--- config.mk ---
export PLATFORM = sky130hd
export DESIGN_NAME = pll_phase_ctrl
export DESIGN_NICKNAME = d
export VERILOG_FILES = /design/src/rtl/pll_ctrl_pkg.sv /design/src/rtl/sync2.sv /design/src/rtl/pll_phase_ctrl.sv
export SDC_FILE = /design/constraint.sdc
export NUM_CORES = 1
export LEC_CHECK = 0
export CAP_MARGIN = 20
export CORE_ASPECT_RATIO = 1.75
export CORE_MARGIN = 3
export CORE_UTILIZATION = 35
export DETAILED_ROUTE_END_ITERATION = 8
export DONT_BUFFER_PORTS = 1
export PLACE_DENSITY = 0.54
export SETUP_SLACK_MARGIN = 0.15
export SLEW_MARGIN = 0
export SYNTH_ARGS = -nofsm -noshare
export SYNTH_HDL_FRONTEND = slang
export SYNTH_SLANG_ARGS = --single-unit
--- constraint.sdc ---
create_clock -name clock_in -period 2.3 [get_ports clock_in]
set_input_delay 0.115 -clock clock_in [delete_from_list [all_inputs] [get_ports clock_in]]
set_output_delay 0.115 -clock clock_in [all_outputs]
set_load 0.02 [all_outputs]
--- src/rtl/pll_ctrl_pkg.sv ---
// rtl/pll_ctrl_pkg.sv - shared state encoding and PHASEDIR values for the PLL phase controller
package pll_ctrl_pkg;

   typedef enum logic [2:0] {
      RST_PLL   = 3'd0,
      WAIT_LOCK = 3'd1,
      STABLE    = 3'd2,
      IDLE      = 3'd3,
      SETUP     = 3'd4,
      STEP_LO   = 3'd5,
      STEP_HI   = 3'd6
   } pll_state_t;

   localparam logic DIR_LAG  = 1'b0;
   localparam logic DIR_LEAD = 1'b1;

endpackage

--- src/rtl/sync2.sv ---
// rtl/sync2.sv - two-flop synchronizer for a single asynchronous level
module sync2 (
   input  logic clk,
   input  logic resetn,
   input  logic d,
   output logic q
);

   logic meta;

   always_ff @(posedge clk) begin
      if (!resetn) begin
         meta <= 1'b0;
         q    <= 1'b0;
      end else begin
         meta <= d;
         q    <= meta;
      end
   end

endmodule

--- src/rtl/pll_phase_ctrl.sv ---
// rtl/pll_phase_ctrl.sv - PLL reset/lock sequencing and dynamic phase-step command engine
module pll_phase_ctrl
   import pll_ctrl_pkg::*;
#(
   parameter int RST_CYCLES         = 16,
   parameter int LOCK_STABLE_CYCLES = 1024,
   parameter int STEP_LOW_CYCLES    = 4,
   parameter int STEP_GAP_CYCLES    = 4
) (
   input  logic       clock_in,
   input  logic       reset_n,
   input  logic       locked,
   output logic       pll_rst,
   output logic [1:0] phasesel,
   output logic       phasedir,
   output logic       phasestep,
   output logic       phaseloadreg,
   input  logic       cmd_valid,
   output logic       cmd_ready,
   input  logic [1:0] cmd_sel,
   input  logic       cmd_dir,
   input  logic [3:0] cmd_count,
   output logic       busy,
   output logic       done,
   output logic       ready,
   output logic       user_rst_n,
   output logic       lock_lost,
   input  logic       lock_lost_clr
);

   localparam logic [15:0] RST_LAST    = 16'(RST_CYCLES - 1);
   localparam logic [15:0] STABLE_LAST = 16'(LOCK_STABLE_CYCLES);
   localparam logic [15:0] LO_LAST     = 16'(STEP_LOW_CYCLES - 1);
   localparam logic [15:0] HI_LAST     = 16'(STEP_GAP_CYCLES - 1);

   logic        lk;
   pll_state_t  state, state_nxt;
   logic [15:0] cnt, cnt_nxt;
   logic [15:0] left, left_nxt, left_dec;
   logic [1:0]  sel_q, sel_nxt;
   logic        dir_q, dir_nxt;
   logic        done_q, done_nxt;
   logic        lost_set;
   logic        user_rst_q;
   logic        ready_i;
   logic        xfer;

   sync2 u_lock_sync (
      .clk    (clock_in),
      .resetn (reset_n),
      .d      (locked),
      .q      (lk)
   );

   assign ready_i  = (state == IDLE) || (state == SETUP) || (state == STEP_LO) || (state == STEP_HI);
   assign xfer     = (state == IDLE) && cmd_valid;
   assign left_dec = left - 16'd1;

   always_ff @(posedge clock_in) begin
      if (!reset_n) begin
         state      <= RST_PLL;
         cnt        <= 16'd0;
         left       <= 16'd0;
         sel_q      <= 2'd0;
         dir_q      <= DIR_LAG;
         done_q     <= 1'b0;
         user_rst_q <= 1'b0;
         lock_lost  <= 1'b0;
      end else begin
         state      <= state_nxt;
         cnt        <= cnt_nxt;
         left       <= left_nxt;
         sel_q      <= sel_nxt;
         dir_q      <= dir_nxt;
         done_q     <= done_nxt;
         user_rst_q <= ready_i;
         if (lost_set)
            lock_lost <= 1'b1;
         else if (lock_lost_clr)
            lock_lost <= 1'b0;
      end
   end

   always_comb begin
      state_nxt = state;
      cnt_nxt   = cnt;
      left_nxt  = left;
      sel_nxt   = sel_q;
      dir_nxt   = dir_q;
      done_nxt  = 1'b0;
      lost_set  = 1'b0;
      case (state)
         RST_PLL: begin
            if (cnt == RST_LAST) begin
               state_nxt = WAIT_LOCK;
               cnt_nxt   = 16'd0;
            end else begin
               cnt_nxt = cnt + 16'd1;
            end
         end
         WAIT_LOCK: begin
            if (lk) begin
               state_nxt = STABLE;
               cnt_nxt   = 16'd0;
            end
         end
         STABLE: begin
            if (!lk) begin
               state_nxt = WAIT_LOCK;
               cnt_nxt   = 16'd0;
            end else if (cnt == STABLE_LAST) begin
               state_nxt = IDLE;
               cnt_nxt   = 16'd0;
            end else begin
               cnt_nxt = cnt + 16'd1;
            end
         end
         IDLE: begin
            if (xfer) begin
               sel_nxt  = cmd_sel;
               dir_nxt  = cmd_dir;
               left_nxt = {12'd0, cmd_count};
               cnt_nxt  = 16'd0;
               if (cmd_count == 4'd0)
                  done_nxt = 1'b1;
               else
                  state_nxt = SETUP;
            end
         end
         SETUP: begin
            state_nxt = STEP_LO;
            cnt_nxt   = 16'd0;
         end
         STEP_LO: begin
            if (cnt == LO_LAST) begin
               state_nxt = STEP_HI;
               cnt_nxt   = 16'd0;
            end else begin
               cnt_nxt = cnt + 16'd1;
            end
         end
         STEP_HI: begin
            if (cnt == HI_LAST) begin
               cnt_nxt  = 16'd0;
               left_nxt = left_dec;
               if (left_dec == 16'd0) begin
                  state_nxt = IDLE;
                  done_nxt  = 1'b1;
               end else begin
                  state_nxt = STEP_LO;
               end
            end else begin
               cnt_nxt = cnt + 16'd1;
            end
         end
         default: begin
            state_nxt = RST_PLL;
            cnt_nxt   = 16'd0;
         end
      endcase
      // Lock loss overrides everything: abort the command and restart the PLL.
      if (ready_i && !lk) begin
         state_nxt = RST_PLL;
         cnt_nxt   = 16'd0;
         left_nxt  = 16'd0;
         sel_nxt   = sel_q;
         dir_nxt   = dir_q;
         done_nxt  = 1'b0;
         lost_set  = 1'b1;
      end
   end

   assign pll_rst      = (state == RST_PLL);
   assign phasestep    = (state != STEP_LO);
   assign phaseloadreg = 1'b1;
   assign phasesel     = sel_q;
   assign phasedir     = dir_q;
   assign cmd_ready    = (state == IDLE);
   assign busy         = (state == SETUP) || (state == STEP_LO) || (state == STEP_HI);
   assign done         = done_q;
   assign ready        = ready_i;
   assign user_rst_n   = user_rst_q;

endmodule

==> results.txt <==
----------------------------------------------------
[Drt]
  ANT nets after route ... 0
  Detailed-route DRC error count ... 0
  WL per Instance ... 15.3 um
  First-pass DRT Iterations ... 4
  Detail-routed via count per cell ... 5.43
  Total number of vias ... 2362
  Total Wirelength ... 6650 um
  Starting DRC count in detailed routing ... 66

[Die]
  Die span in x ... 69.9 um
  Boundary pin count ... 24
  Core region area ... 0.00691 mm^2
  Initial Util ... 0.362
  Die Y-Extent ... 118 um
  Die area ... 0.00823 mm^2
  Std-Cell Rows ... 40

[Pwr]
  Largest vdd supply drop ... 0.000387 V
  Areal power density over the cells ... 686 mW/mm^2
  Pwr Total ... 2.13 mW
  Pleak ... 1.17 nW

[Layout]
  Commonest non-fill, non-tap cell in the layout ... nor2_1
  Layout cells sized above 1 ... 0.231
  Leading cell types in the layout, fill and taps excluded ... 46 x nor2_1, 40 x dfxtp_1, 40 x buf_4, 21 x a21oi_1, 17 x nand2_1
  Post-layout instance area ... 0.00311 mm^2
  Final nets ... 366
  Ant diodes ... 0
  Finished Core Util ... 0.450
  Area overhead of the layout relative to synthesis ... 24.4%
  Count of non-filler cells in the finished layout ... 435
  Count of fill cells added during filler insertion ... 711

[Logic synthesis]
  XOR/XNOR Fraction of Synth Area ... 0.0561
  Net count of the mapped netlist ... 334
  Post-synthesis sequential area ratio ... 0.345
  Fraction of the mapped netlist area in compound gates ... 0.171
  Number of enable flip-flop cells after synthesis ... 0
  Synth cell types ... 62
  Post-synthesis mux area share ... 0.00451
  #FFs+latches synth ... 43
  Combinational family with the most area after synthesis ... simple AND/OR/NAND/NOR gates
  Async SR Flop Fraction ... 0
  Most instantiated flip-flop cell in the synthesis netlist ... dfxtp_1
  Top post-synthesis cells by area ... dfxtp_1 34%, nor2_1 7.1%, a21oi_1 4.4%
  Synthesized-area fraction occupied by and/or/nand/nor cells ... 0.346
  Fraction of the mapped netlist area in adder cells ... 0.0200
  Cell area after synthesis ... 0.00250 mm^2
  Cell accounting for the most synthesized area ... dfxtp_1
  Fraction of post-synthesis cell area in the top cell type by area ... 0.345
  Gate Count Post-Synth ... 318
  Synth Warn # ... 0
  Mapped Avg Cell Area ... 7.85 um^2

[Worst setup path]
  Data arrival time of the critical path ... 2.37 ns
  CP max FO ... 4
  Worst Setup End Kind ... flop
  Required time at the worst-slack endpoint ... 2.53 ns
  Critical path startpoint category ... flop
  Type of the worst setup path ... reg -> reg

[CTS]
  Number of sinks handled by clock tree synthesis ... 43
  CTS tree ... yes
  Clock transition time at the flip-flop clock pins of the worst setup and hold paths ... 0.06 ns
  Cts bufs inserted ... 5
  Clock tree root buffer cell ... clkbuf_16
  H-tree Lvls ... 2
  Worst-skew pair later-pin latency ... 0.29 ns
  Clock Path Buffers ... 2

[Placed design]
  Final estimated routing congestion in global placement ... 0.875
  Cell area after placement ... 0.00276 mm^2
  Instance count after placement with tap cells included ... 415
  # port buffers ... 0
  Placed wire-length estimate ... 4910 um

[GRT]
  Pin count of the biggest net entering global routing ... 25
  Number of antenna violations at the first check in global routing ... 0
  Aggregate global routing overflow ... 0
  Via count of the first global-routing pass ... 2268
  Global-route wire length before repair ... 10900 um
  Global-route usage over all layers ... 0.166

[STA]
  Achievable frequency ... 0.466 GHz
  Worst Clk Skew ... 0.00543 ns
  Min Tclk post-route ... 2.14 ns
  Setup TNS ... 0 ns
  Worst-margin pin slew ... 0.544 ns
  Share of the clock period used by the worst path after layout ... 0.933
  Max-slew violation count ... 0
  Worst relative slew slack ... 0.637
  RSZ-0062 raised after global routing ... true
  Final Hold Violating Endpoints ... 0
  Setup Viol. Count Final ... 0

[Job]
  Max-capacitance violation count ... 0

[Hold path]
  Classification of the worst-slack hold path ... in -> reg

[Outcome]
  Run status ... complete, no violations

----------------------------------------------------
## stage by stage
stage,hold slack (ns),worst slack [ns]
after floorplan,0.237,0.154
after global placement,0.239,0.0884
after detailed placement,0.242,0.0354
after CTS,0.0540,0.141
after global routing,0.0775,0.0552
final,0.0746,0.155
## state kept, by name, summed over array words and instances (netlist names)
| name | flops |
|---|---|
| cnt | 16 |
| user_rst_n | 1 |
| phasesel | 2 |
| u_lock_sync.meta | 1 |
| lock_lost | 1 |
| phasedir | 1 |
| done | 1 |
| left | 16 |
| state | 3 |
| u_lock_sync.q | 1 |
## cell usage after synthesis (all sizes together) (5+ instances only)
master / n
xnor2: 9
nor2: 47
clkbuf: 15
nor3: 13
nand4: 9
or4: 5
nor2b: 5
o21ai: 19
xor2: 7
dfxtp: 43
a21oi: 22
nand3: 11
nand2: 17
inv: 11
or3: 9
and2: 5
nor4: 7
buf: 6
## path summary, 6_finish.rpt
path / from / to / slack, ns / depth (start not counted)
worst max-delay path: left[13]$_SDFFE_PP0P_ / state[2]$_SDFFE_PP0P_ / 0.16 / 6
worst min-delay path: lock_lost_clr / lock_lost$_SDFFE_PN0P_ / 0.07 / 2
worst max register to register: left[13]$_SDFFE_PP0P_ / state[2]$_SDFFE_PP0P_ / 0.16 / 6
worst min register to register: u_lock_sync.meta$_SDFF_PN0_ / u_lock_sync.q$_SDFF_PN0_ / 0.43 / 1
## logic make-up after synthesis
family,Yosys count
AND/OR/NAND/NOR,154
flip-flops,43
AO/OA/AOI/OAI,67
XOR/XNOR,16
other,1
multiplexers,1
buffers and inverters,32
adder cells (fa/ha/maj),4
## report_power, final
group / internal [mW] / switching, mW
clock: 0.400 / 0.300
combinational: 0.252 / 0.348
sequential: 0.790 / 0.0419
## repair_timing
action	in CTS	in global routing
endpoints found under the hold margin	8	0
resized for setup	8	14
pin swaps	4	15
setup buffers	0	6
hold buffers	6	0
setup endpoints to repair	8	14
## metal layers
| layer | routed length (um) | part of all wire | GRT usage |
|---|---|---|---|
| met1 | 2480 | 0.37 | 0.167 |
| met2 | 3580 | 0.54 | 0.299 |
| met3 | 266 | 0.040 | 0.0402 |
| met4 | 328 | 0.049 | 0.101 |
| met5 | 0 | 0 | 0 |
## worst max-delay path, cell delays in order, from the launching register on
cell and delay [ns]:
dfxtp_1 0.34, or4_4 0.55, or3_4 0.40, a22oi_2 0.20, a221oi_4 0.11, or3_1 0.38
a21oi_2 0.11
## cell type report
class	count	area, um^2	area share
inverter	11	41.3	0.0133
multi-input combinational	243	1590	0.512
clock inverter	3	20.0	0.00644
sequential	43	865	0.278
tap	84	105	0.0338
timing repair buffer	46	360	0.116
clock buffer	5	125	0.0403
(Power assumes the default switching activity.)
